`src/rtl/active_v_fifo_pkg.sv`:
```
// Shared constants for the first-edge read stage buffers and the FIFO operation encoding.
// The id/edge, value and push-flag FIFOs bind DATA_WIDTH from these constants.
package active_v_fifo_pkg;

  localparam int unsigned V_ID_WIDTH            = 32;
  localparam int unsigned V_VALUE_WIDTH         = 32;
  localparam int unsigned PUSH_FLAG_WIDTH       = 1;
  localparam int unsigned FIFO_ADDR_WIDTH       = 5;
  localparam int unsigned FIFO_PROG_FULL_THRESH = 24;

  typedef enum logic [1:0] {
    FIFO_OP_IDLE = 2'b00,
    FIFO_OP_PUSH = 2'b01,
    FIFO_OP_POP  = 2'b10,
    FIFO_OP_BOTH = 2'b11
  } fifo_op_e;

  function automatic fifo_op_e fifo_op(input logic wr_ok, input logic rd_ok);
    fifo_op_e op;
    case ({rd_ok, wr_ok})
      2'b01:   op = FIFO_OP_PUSH;
      2'b10:   op = FIFO_OP_POP;
      2'b11:   op = FIFO_OP_BOTH;
      default: op = FIFO_OP_IDLE;
    endcase
    return op;
  endfunction

endpackage

```
`src/rtl/active_v_fifo_ram.sv`:
```
// Simple dual-port RAM: synchronous write, registered synchronous read.
// The read register clears on reset and holds when no read is issued.
module active_v_fifo_ram #(
  parameter int unsigned DATA_WIDTH = 32,
  parameter int unsigned ADDR_WIDTH = 5
) (
  input  logic                  clk,
  input  logic                  rst,
  input  logic                  wr_en,
  input  logic [ADDR_WIDTH-1:0] wr_addr,
  input  logic [DATA_WIDTH-1:0] wr_data,
  input  logic                  rd_en,
  input  logic [ADDR_WIDTH-1:0] rd_addr,
  output logic [DATA_WIDTH-1:0] rd_data
);

  localparam int unsigned DEPTH = 1 << ADDR_WIDTH;

  logic [DATA_WIDTH-1:0] mem [DEPTH];
  logic [DATA_WIDTH-1:0] rd_data_q;

  // Storage has no reset so it can map onto RAM primitives.
  always_ff @(posedge clk) begin
    if (wr_en) begin
      mem[wr_addr] <= wr_data;
    end
  end

  always_ff @(posedge clk) begin
    if (!rst) begin
      rd_data_q <= '0;
    end else if (rd_en) begin
      rd_data_q <= mem[rd_addr];
    end
  end

  assign rd_data = rd_data_q;

endmodule

```
`src/rtl/active_v_fifo.sv`:
```
// Single-clock FIFO with registered read port; prog_full gives early back-pressure
// so BRAM reads already in flight still fit behind the threshold.
module active_v_fifo
  import active_v_fifo_pkg::*;
#(
  parameter int unsigned DATA_WIDTH       = 32,
  parameter int unsigned ADDR_WIDTH       = FIFO_ADDR_WIDTH,
  parameter int unsigned PROG_FULL_THRESH = FIFO_PROG_FULL_THRESH
) (
  input  logic                  clk,
  input  logic                  rst,
  input  logic [DATA_WIDTH-1:0] din,
  input  logic                  wr_en,
  input  logic                  rd_en,
  output logic [DATA_WIDTH-1:0] dout,
  output logic                  valid,
  output logic                  full,
  output logic                  empty,
  output logic                  prog_full
);

  localparam int unsigned DEPTH = 1 << ADDR_WIDTH;
  localparam int unsigned CNT_W = ADDR_WIDTH + 1;

  logic [ADDR_WIDTH-1:0] wr_ptr_q, wr_ptr_d;
  logic [ADDR_WIDTH-1:0] rd_ptr_q, rd_ptr_d;
  logic [CNT_W-1:0]      count_q, count_d;
  logic                  valid_q, valid_d;
  logic                  wr_ok, rd_ok;
  fifo_op_e              op;

  // Flags decode only the registered count, never wr_en/rd_en.
  assign full      = (count_q == CNT_W'(DEPTH));
  assign empty     = (count_q == '0);
  assign prog_full = (count_q >= CNT_W'(PROG_FULL_THRESH));

  assign wr_ok = wr_en & ~full;
  assign rd_ok = rd_en & ~empty;
  assign op    = fifo_op(wr_ok, rd_ok);

  always_comb begin
    wr_ptr_d = wr_ptr_q;
    rd_ptr_d = rd_ptr_q;
    count_d  = count_q;
    valid_d  = rd_ok;
    if (wr_ok) begin
      wr_ptr_d = wr_ptr_q + ADDR_WIDTH'(1);
    end
    if (rd_ok) begin
      rd_ptr_d = rd_ptr_q + ADDR_WIDTH'(1);
    end
    case (op)
      FIFO_OP_PUSH: count_d = count_q + CNT_W'(1);
      FIFO_OP_POP:  count_d = count_q - CNT_W'(1);
      default:      count_d = count_q;
    endcase
  end

  always_ff @(posedge clk) begin
    if (!rst) begin
      wr_ptr_q <= '0;
      rd_ptr_q <= '0;
      count_q  <= '0;
      valid_q  <= 1'b0;
    end else begin
      wr_ptr_q <= wr_ptr_d;
      rd_ptr_q <= rd_ptr_d;
      count_q  <= count_d;
      valid_q  <= valid_d;
    end
  end

  assign valid = valid_q;

  active_v_fifo_ram #(
    .DATA_WIDTH (DATA_WIDTH),
    .ADDR_WIDTH (ADDR_WIDTH)
  ) u_ram (
    .clk     (clk),
    .rst     (rst),
    .wr_en   (wr_ok),
    .wr_addr (wr_ptr_q),
    .wr_data (din),
    .rd_en   (rd_ok),
    .rd_addr (rd_ptr_q),
    .rd_data (dout)
  );

endmodule

```
`config.mk`:
```
export PLATFORM = sky130hd
export DESIGN_NAME = active_v_fifo
export DESIGN_NICKNAME = d
export VERILOG_FILES = /design/src/rtl/active_v_fifo_pkg.sv /design/src/rtl/active_v_fifo_ram.sv /design/src/rtl/active_v_fifo.sv
export SDC_FILE = /design/constraint.sdc
export NUM_CORES = 1
export LEC_CHECK = 0
export BUFFER_PORTS_ARGS = -buffer_cell sky130_fd_sc_hd__buf_4
export CAP_MARGIN = 5
export CORE_MARGIN = 8
export CORE_UTILIZATION = 59
export DETAILED_ROUTE_END_ITERATION = 6
export PLACE_DENSITY_LB_ADDON = 0.25
export SYNTH_ARGS = -nofsm -noshare
export SYNTH_HDL_FRONTEND = slang
export SYNTH_SLANG_ARGS = --single-unit
```
`constraint.sdc`:
```
create_clock -name clk -period 4.2 [get_ports clk]
set_input_delay 0.84 -clock clk [delete_from_list [all_inputs] [get_ports clk]]
set_output_delay 0.84 -clock clk [all_outputs]
set_load 0.01 [all_outputs]
```
==> summary.txt <==
Synthesis
  – Synth unique cells: 49
  – Post-synth top cells: edfxtp_1, mux2i_1, mux4_2
  – Syn nets: 2050
  – Ys flop type: edfxtp_1
  – Synth Area in Adders: 0.2436%
  – Post-Synth XOR/XNOR Area: less than 1%
  – Mapped Cells: 2006
  – Sequential-to-total area share from yosys stat: 77.23%
  – Most common cell in the netlist: edfxtp_1
  – Seq cells post-synth: 1073
  – Top cell type's share of synthesized area: about 75%
  – Ys Warns: 0
  – Synthesized cell area: 41090 sq um
  – Post-synthesis simple-gate area fraction: roughly 2.1%
  – Main combinational cell family by area after synthesis: multiplexers
  – Cell taking the most area after synthesis: edfxtp_1
  – Post-synth ARST share: 0%
  – Mux cell area share after synthesis: 13.58%
  – Syn_area_per_cell: 20.48 sq um
  – Number of synthesized flops with an enable pin: 1024
  – Largest cells by area after synthesis: edfxtp_1, mux4_2, mux2i_1
  – Post-synthesis compound-gate area fraction: under 10%

Floorplan
  – Starting density of the core: 59.69%
  – Num ports: 72
  – Die Ht: between 200 and 300 um
  – Rows: between 90 and 100
  – Core Area: 68830 sq um
  – DIE WIDTH: 279.9 um
  – Die area: 78340 sq um

Drt
  – DRT Pass-1 Iters: 5
  – Post-route DRC: 0
  – Routed wire length: 94960 um
  – Iteration-0 DRC Markers: 2149
  – DR vias: 20460
  – Post-detailed-route wirelength per cell: 30.12 um
  – Vias per inst: 6.489
  – DRT antenna net count: 0

Global routing
  – Largest net degree at the start of global routing: a little over 80
  – Vias in the first global route: between 20000 and 25000
  – Overall routing resource usage: 24.31%
  – Initial antenna violation count: 2
  – First-pass GRT wire length: 139300 um
  – Total grt overflow: 0

Timing
  – Fin crit share: 82.34%
  – Endpoints failing hold: 0
  – Finish-stage setup viols: 0
  – Slew HR: 18.31%
  – Final Max Tran Viols: 0
  – Clock Skew: 0.02549 ns
  – Hold WS: 0.4731 ns
  – RSZ-0062 raised after global routing: false
  – Worst slew pin tran: 1.223 ns
  – Minimum clock period: 3.458 ns
  – Setup TNS: 0 ns
  – Max Fclk: 289.1 MHz

Final layout
  – Area grow syn2layout: 13.33%
  – Final instance area: 46560 sq um
  – Fillers: ~4300
  – Post-route insts no fill: 3153
  – Layout cells sized above 1: 23.83%
  – Nets@finish: 2175

Power and ir drop
  – Logic pwr share: a little under a fifth
  – Power Internal: 19.54 mW
  – Max IR drop VDD: between 400 and 500 uV
  – Leak: 14.38 nW
  – Clock group share of total power: 34.1%
  – Power Density: between 500 and 600 nW/um^2
  – Switching part of the total power: 26.01%
  – Reg power frac: between 40% and 50%
  – P_sw: between 6 and 7 mW

Setup path
  – Required time worst endpoint: around 4.8 ns
  – Critical path arrival: around 4 ns
  – CP Class: flop to flop
  – Worst Path Max Fanout: 9
  – Startpoint Class: flop
  – Worst Setup End Kind: flop

Status
  – Status: completed

Placement
  – Number of port buffers: between 70 and 80
  – Placed wire-length estimate: around 54000 um
  – Inst Count DP: 2957
  – Placed cell area: roughly 43000 sq um
  – Placer congestion estimate: 0.8223

Worst hold path
  – Hold WC Path Type: flop to flop

CTS
  – Clock sink count: 1073
  – Clock buffer count from CTS: 103
  – Clk slew on worst S/H paths: 0.06 ns
  – H-tree levels: 3
  – TritonCTS clock tree: built
  – Cts-stage hold buffer count: 0
  – Clk buf depth: 3
  – Post-CTS setup buffers: 0
  – CTS resizes: 0
  – Clock root buffer: clkbuf_16
  – Worst-Skew Late Latency: 0.66 ns

Flow run
  – Max-cap violations: 0
per-layer routing:
metal | global-route usage, % | wire length (um) | vias up
met5 | 0 | 0 | -
li1 | - | - | 8584
met2 | 40.57 | 47240 | 1011
met3 | 5.159 | 7944 | 197
met1 | 31.65 | 36130 | 10670
met4 | 8.977 | 3647 | 0
registers in the layout, indices dropped and copies added, names as in the netlist:
signal / cells
count_q: 6
rd_ptr_q: 5
u_ram.rd_data: 32
wr_ptr_q: 5
u_ram.mem: 1024
valid: 1
kinds of logic after synthesis:
group | Yosys count
compound gates | 245
flops | 1073
fa+ha+maj | 8
simple gates | 182
buf+inv | 131
xor+xnor | 11
mux | 356
critical path, stage by stage (launching register included):
cell and delay (ns):
dfxtp_1 0.38, or4_4 0.60, o31a_1 0.42, inv_1 0.13, ha_1 0.33, xor2_1 0.14
ha_1 0.20, a21oi_1 0.28, o22ai_1 0.16, a222oi_1 0.51, o211ai_1 0.13, o31ai_1 0.09
layout make-up:
| type | instances | area [sq um] | area share [%] |
|---|---|---|---|
| Sequential cell | 1073 | 31750 | 68.18 |
| Multi-Input combinational cell | 802 | 8895 | 19.10 |
| Clock buffer | 140 | 2816 | 6.049 |
| Timing Repair Buffer | 143 | 1399 | 3.004 |
| Tap cell | 931 | 1165 | 2.502 |
| Clock inverter | 54 | 506.7 | 1.088 |
| Inverter | 8 | 30.03 | 0.06449 |
| Antenna cell | 2 | 5.005 | 0.01075 |
per-stage QoR:
stage | power, mW | setup slack [ns] | util (%)
finish | 26.41 | 0.7415 | 67.65
global route | 27.29 | 0.6403 | 67.65
CTS | 26.59 | 0.8244 | 67.64
detailed placement | 17.66 | 0.8455 | 62.82
global placement | 17.55 | 0.8997 | 62.82
floorplan | 16.16 | 1.075 | -
worst paths after layout:
kind | from | end | slack (ns) | cells after the start
setup / recovery | count_q[1] | count_q[4] | 0.74 | 11
hold / removal | u_ram.rd_data[13] | u_ram.rd_data[13] | 0.47 | 2
setup reg to reg | count_q[1] | count_q[4] | 0.74 | 11
hold reg to reg | u_ram.rd_data[13] | u_ram.rd_data[13] | 0.47 | 2
cells in the final DEF, fill, tap and decap left out, types with 4 or more instances in the layout:
cell type	netlist	routed
edfxtp_1	1024	1024
mux2i_1	195	195
mux4_2	161	161
buf_4	14	117
clkbuf_16	0	103
a22o_1	64	64
o22ai_1	64	64
dfxtp_1	49	45
nand2_1	42	40
nor2_1	68	35
nor2_4	0	33
o21ai_0	33	33
o31ai_1	32	32
nor4_1	31	31
clkbuf_1	56	27
buf_12	0	26
a2111oi_2	25	25
clkinv_2	0	16
clkinv_1	0	15
clkbuf_8	0	10
inv_1	8	8
ha_1	8	8
clkinvlp_4	0	8
bufinv_16	0	7
a21oi_1	6	6
xnor2_1	6	6
and2_1	6	6
a2111oi_1	6	6
xor2_1	5	5
nand3b_1	5	5
nor2b_1	7	5
nor3_1	4	4
o21a_1	4	4
clkinv_8	0	4
dfxtp_4	0	4
power by group through the flow:
| stage | Clock (mW) | Sequential [mW] | Combinational, mW |
|---|---|---|---|
| 2_1_floorplan | 0 | 12.5 | 3.70 |
| 3_3_place_gp | 0 | 12.6 | 4.96 |
| 3_5_place_dp | 0 | 12.6 | 5.06 |
| 4_1_cts | 9.12 | 12.4 | 5.09 |
| 5_1_grt | 9.55 | 12.4 | 5.35 |
| 6_report | 9.01 | 12.4 | 5.03 |
No activity file was read; power rests on OpenSTA's default activity.
